$ cat src/rtl/fir_mac_seq.sv
// Time-multiplexed FIR: one signed multiplier, one accumulator.
// Runtime-loadable taps, valid/ready in and out, scaled/saturated output.
module fir_mac_seq #(
  parameter int DW       = 8,
  parameter int CW       = 8,
  parameter int NTAPS    = 15,
  parameter int OW       = 16,
  parameter int OSHIFT   = 0,
  parameter int SATURATE = 1,
  localparam int TW      = $clog2(NTAPS),
  localparam int AW      = DW + CW + $clog2(NTAPS)
) (
  input  logic                 clk,
  input  logic                 rst_n,
  input  logic                 in_valid,
  output logic                 in_ready,
  input  logic signed [DW-1:0] in_data,
  output logic                 out_valid,
  input  logic                 out_ready,
  output logic signed [OW-1:0] out_data,
  input  logic                 coef_we,
  input  logic [TW-1:0]        coef_addr,
  input  logic signed [CW-1:0] coef_data,
  input  logic                 clear,
  output logic                 busy
);

  typedef enum logic [1:0] {
    S_IDLE,
    S_MAC,
    S_OUT
  } state_e;

  localparam logic [TW:0]   NTAPS_W = (TW+1)'(NTAPS);
  localparam logic [TW-1:0] KLAST   = TW'(NTAPS - 1);

  state_e                state_q, state_d;
  logic signed [DW-1:0]  x_q [NTAPS];
  logic signed [DW-1:0]  x_d [NTAPS];
  logic signed [CW-1:0]  c_q [NTAPS];
  logic signed [CW-1:0]  c_d [NTAPS];
  logic signed [AW-1:0]  acc_q, acc_d;
  logic [TW-1:0]         k_q, k_d;
  logic                  out_valid_q, out_valid_d;
  logic signed [OW-1:0]  out_data_q, out_data_d;

  logic signed [DW+CW-1:0] prod;
  logic signed [AW-1:0]    prod_ext;
  logic signed [AW-1:0]    s;
  logic signed [OW-1:0]    scaled;
  logic                    addr_ok;

  assign prod     = x_q[k_q] * c_q[k_q];
  assign prod_ext = {{(AW-DW-CW){prod[DW+CW-1]}}, prod};
  assign s        = acc_q >>> OSHIFT;
  assign addr_ok  = {1'b0, coef_addr} < NTAPS_W;

  generate
    if (AW > OW) begin : g_narrow
      localparam logic signed [AW-1:0] SMAX =
        {{(AW-OW+1){1'b0}}, {(OW-1){1'b1}}};
      localparam logic signed [AW-1:0] SMIN =
        {{(AW-OW+1){1'b1}}, {(OW-1){1'b0}}};
      always_comb begin
        scaled = s[OW-1:0];
        if (SATURATE != 0) begin
          if (s > SMAX) scaled = SMAX[OW-1:0];
          else if (s < SMIN) scaled = SMIN[OW-1:0];
        end
      end
    end else begin : g_wide
      assign scaled = OW'(s);
    end
  endgenerate

  always_comb begin
    state_d     = state_q;
    x_d         = x_q;
    c_d         = c_q;
    acc_d       = acc_q;
    k_d         = k_q;
    out_valid_d = out_valid_q;
    out_data_d  = out_data_q;
    unique case (state_q)
      S_IDLE: begin
        if (coef_we && addr_ok) c_d[coef_addr] = coef_data;
        if (clear) begin
          for (int j = 0; j < NTAPS; j++) x_d[j] = '0;
        end else if (in_valid) begin
          for (int j = NTAPS - 1; j > 0; j--) x_d[j] = x_q[j-1];
          x_d[0]  = in_data;
          acc_d   = '0;
          k_d     = '0;
          state_d = S_MAC;
        end
      end
      S_MAC: begin
        acc_d = acc_q + prod_ext;
        k_d   = k_q + TW'(1);
        if (k_q == KLAST) begin
          k_d     = '0;
          state_d = S_OUT;
        end
      end
      S_OUT: begin
        // first OUT cycle latches the finished sum, then we wait for the consumer
        if (!out_valid_q) begin
          out_data_d  = scaled;
          out_valid_d = 1'b1;
        end else if (out_ready) begin
          out_valid_d = 1'b0;
          state_d     = S_IDLE;
        end
      end
      default: state_d = S_IDLE;
    endcase
  end

  always_ff @(posedge clk or negedge rst_n) begin
    if (!rst_n) begin
      state_q     <= S_IDLE;
      acc_q       <= '0;
      k_q         <= '0;
      out_valid_q <= 1'b0;
      out_data_q  <= '0;
      for (int j = 0; j < NTAPS; j++) begin
        x_q[j] <= '0;
        c_q[j] <= '0;
      end
    end else begin
      state_q     <= state_d;
      acc_q       <= acc_d;
      k_q         <= k_d;
      out_valid_q <= out_valid_d;
      out_data_q  <= out_data_d;
      for (int j = 0; j < NTAPS; j++) begin
        x_q[j] <= x_d[j];
        c_q[j] <= c_d[j];
      end
    end
  end

  assign in_ready  = rst_n && (state_q == S_IDLE) && !clear;
  assign out_valid = out_valid_q;
  assign out_data  = out_data_q;
  assign busy      = state_q != S_IDLE;

endmodule

$ cat config.mk
export PLATFORM = sky130hd
export DESIGN_NAME = fir_mac_seq
export DESIGN_NICKNAME = d
export VERILOG_FILES = /design/src/rtl/fir_mac_seq.sv
export SDC_FILE = /design/constraint.sdc
export NUM_CORES = 1
export LEC_CHECK = 0
export BUFFER_PORTS_ARGS = -buffer_cell sky130_fd_sc_hd__buf_2
export CAP_MARGIN = 20
export CORE_UTILIZATION = 50
export DETAILED_ROUTE_END_ITERATION = 6
export GPL_ROUTABILITY_DRIVEN = 0
export PLACE_DENSITY_LB_ADDON = 0.08
export SETUP_SLACK_MARGIN = 0.15
export SLEW_MARGIN = 20
export SYNTH_ARGS = -nofsm -noshare
export SYNTH_HDL_FRONTEND = slang
export SYNTH_SLANG_ARGS = --single-unit
$ cat constraint.sdc
create_clock -name clk -period 5.8 [get_ports clk]
set_input_delay 0 -clock clk [delete_from_list [all_inputs] [get_ports clk]]
set_output_delay 0 -clock clk [all_outputs]
set_load 0.01 [all_outputs]
==> summary.txt <==
Yosys
  • Synth top cells by count: 283 x dfrtp_1, 128 x mux2_2, 127 x a22o_1
  • Number of synthesized register bits: 283
  • Mapped cell area: 16000 sq um
  • Synth Instances: 1275
  • Avg Inst Size Synth: 12.6 sq um
  • Synth Flop Type: dfrtp_1
  • Mapped Nets: 1437
  • Yosys top cell by area: dfrtp_1
  • Sequential area share after synthesis: 44.1%
  • Post-synth top area share: 44.1%
  • Most frequent cell after synthesis: dfrtp_1
  • Netlist cell types: 53
  • YS warnings: 0
  • Synth area leaders: dfrtp_1 44%, fa_1 11%, mux2_2 9.0%
  • Synth async-reset ratio: 100%
  • Post-synth EDFFs: 0

Clock network
  • Clock transition at the registers of the reported paths: 60 ps
  • CTS tree: yes
  • Clk buf depth: 3
  • Skew-Pair Late Insertion Delay: 580 ps
  • Root buffer cell: clkbuf_16
  • Cts bufs inserted: 31
  • H-tree lvl count: 1
  • # clock sinks: 283

Status
  • Violated checks: setup timing
  • Status: complete, but fails checks

Global route
  • Vias in the first global route: 11000
  • Overall routing resource usage: 23.5%
  • GRT busiest layer: met2
  • Global Route met2 Usage: 38.2%
  • Antenna violations before repair: 0
  • Gr ovfl total: 0
  • Largest net degree at the start of global routing: 151
  • GR Util met3: 2.36%
  • First-pass GRT wire length: 61100 um
  • Grt met1 use: 34.3%

Setup path
  • Crit path cell chain: buf_8 -> buf_6 -> mux4_4 -> mux4_2 -> nand2_4 -> clkinvlp_4 -> buf_4 -> buf_6 -> fa_1 -> fa_1 -> fa_1 -> fa_1 -> ha_4 -> ha_4 -> buf_4 -> o2111ai_4 -> a31oi_4 -> nor2_4 -> or4_1 -> nand4_1
  • Most common cell on crit path: fa_1
  • R2r startpoint: k_q[0]
  • Slowest CP cell: fa_1
  • Critical Path RT: 6320 ps
  • Family with the most delay on the worst path: adder cells
  • Endpoint type of the worst setup path: register
  • Worst Path Buf+Inv: 6
  • CP max FO: 5
  • Crit path largest cell delay: 560 ps
  • WS Path Type: register to register
  • Crit path DAT: 6510 ps
  • Crit start category: register
  • CP Launch Point: k_q[0]

STA
  • FMAX: 167 MHz
  • Fin crit share: 103%
  • Setup Skew: 17.3 ps
  • Hold Vio Cnt, Final: 0
  • Final Critical Period: 6000 ps
  • Relative slew slack: 32.7%
  • Worst hold slack: 24.7 ps
  • Max Slew Vio Count: 0
  • RSZ-0062 raised after global routing: true
  • Worst Setup Slack, final: -196 ps
  • # setup viols final: 8
  • Worst slew pin tran: 1010 ps

Floorplan
  • Die width: 181 um
  • Core Area: 31600 sq um
  • Cell row count: 65
  • Die area: 32800 sq um
  • Initial Utilization: 50.8%
  • I/O pin count: 45
  • Die Ht: 181 um

Place
  • Post-Place Cell Area: 17500 sq um
  • IO Port Bufs: 44
  • DP HPWL: 24700 um
  • Pre-CTS WS: -461 ps

Detailed routing
  • Routed wire length: 37200 um
  • DR vias: 10500
  • Detail Route Antenna Nets: 0
  • Drt pass-1 iters: 5
  • DR WL/cell: 20.1 um
  • Iteration-0 DRC Markers: 582
  • Drt drc: 0
  • Vias/cell: 5.69

Final layout
  • # nets final: 1590
  • Area delta synth->final: 21.5%
  • Share of layout cells above drive strength 1: 34.3%
  • Post-route cell area: 19500 sq um
  • Final design utilization: 61.8%
  • Ant diodes: 0
  • Fillers: 2496

Job
  • Maximum capacitance violations: 0

Min path
  • Hold WC Path Type: input port to asynchronous set/reset pin
## metrics by stage
| step | setup TNS [ps] | instances |
|---|---|---|
| global placement | -2180 | 1752 |
| global route | -2930 | 1850 |
| floorplan | 0 | 1275 |
| CTS | -1260 | 1846 |
| detailed placement | -2690 | 1752 |
| finish | -1110 | 1850 |
## kinds of logic (layout without fill, tap and decap cells)
logic type	count (synthesis)	after routing	synth area share, %
DFF	283	283	44.1
muxes	202	202	17.7
and+or+nand+nor	213	213	6.13
xor gates and xnor gates	17	17	0.928
adders and majority gates	136	136	14.7
buffers and inverters	177	350	4.73
AOI/OAI and AO/OA	247	247	11.6
## worst reg2reg max path: stages (launching register included)
cell	delay, ps
dfrtp_4	510
buf_8	160
buf_6	120
mux4_4	530
mux4_2	550
nand2_4	110
clkinvlp_4	160
buf_4	180
buf_6	110
fa_1	480
fa_1	530
fa_1	430
fa_1	560
ha_4	220
ha_4	260
buf_4	120
o2111ai_4	120
a31oi_4	240
nor2_4	60
or4_1	400
nand4_1	80
## timing repair
item / in CTS / in global routing
buffers inserted: 16 / 4
endpoints found under the setup margin: 12 / 13
pin swaps: 62 / 29
gates cloned: 3 / 0
gates resized for setup: 75 / 44
hold endpoints to repair: 206 / 0
hold buffers: 22 / 0
## final cells by class
type / instances / area (sq um) / share of cell area (%)
timing repair buffer: 194 / 1700 / 8.73
inverter: 103 / 390 / 2.00
multi-input combinational: 815 / 8790 / 45.1
clock inverter: 10 / 120 / 0.616
sequential: 283 / 7090 / 36.4
tap: 402 / 503 / 2.58
clock buffer: 43 / 901 / 4.62
## placed cells by master, fill, tap and decap left out, types with 5 or more instances in the layout
master / synthesis / final
ha_4: 0 / 22
dfrtp_1: 283 / 279
a22o_1: 127 / 127
mux2i_1: 22 / 22
clkbuf_8: 0 / 8
mux2_2: 128 / 124
clkinv_2: 0 / 5
nand2_1: 92 / 89
a21oi_1: 16 / 10
buf_2: 20 / 43
buf_4: 4 / 96
nand4_1: 5 / 5
xor2_1: 9 / 9
inv_1: 102 / 92
a21o_1: 6 / 6
buf_6: 5 / 16
fa_1: 88 / 83
xnor2_1: 8 / 7
dlygate4sd3_1: 0 / 21
nor2b_1: 14 / 13
o21ai_0: 55 / 36
nand2b_1: 17 / 13
buf_12: 1 / 11
inv_2: 1 / 10
a21oi_2: 2 / 7
o211ai_1: 10 / 10
fa_2: 0 / 5
clkbuf_16: 0 / 31
or2_1: 7 / 6
o21ai_4: 2 / 8
ha_1: 48 / 25
o21ai_1: 5 / 19
mux4_2: 49 / 51
nor2_1: 51 / 45
## layer usage
layer  share of wire (%)  up-vias
met1                  47     5449
met2                  48      203
li1                    -     4823
met5                   0        -
met4                 2.1        0
met3                 3.0       51
## flip-flops by register name, summed over array words and instances (netlist names)
register,flops
acc_q,20
c_q,120
k_q,4
out_data,16
out_valid,1
state_q,2
x_q,120
## final timing paths
check	to	slack (ps)	cells past startpoint
min in group clk	c_q[0]	40	3
min	out_data[1]	20	3
min reg2reg	out_data[13]	460	2
max reg2reg	acc_q[19]	-200	20
max in group asynchronous	c_q[20]	4900	3
max	acc_q[19]	-200	20
Power is not shown: default switching activity piles up to over one toggle a cycle in this logic, so the estimate is an artifact.
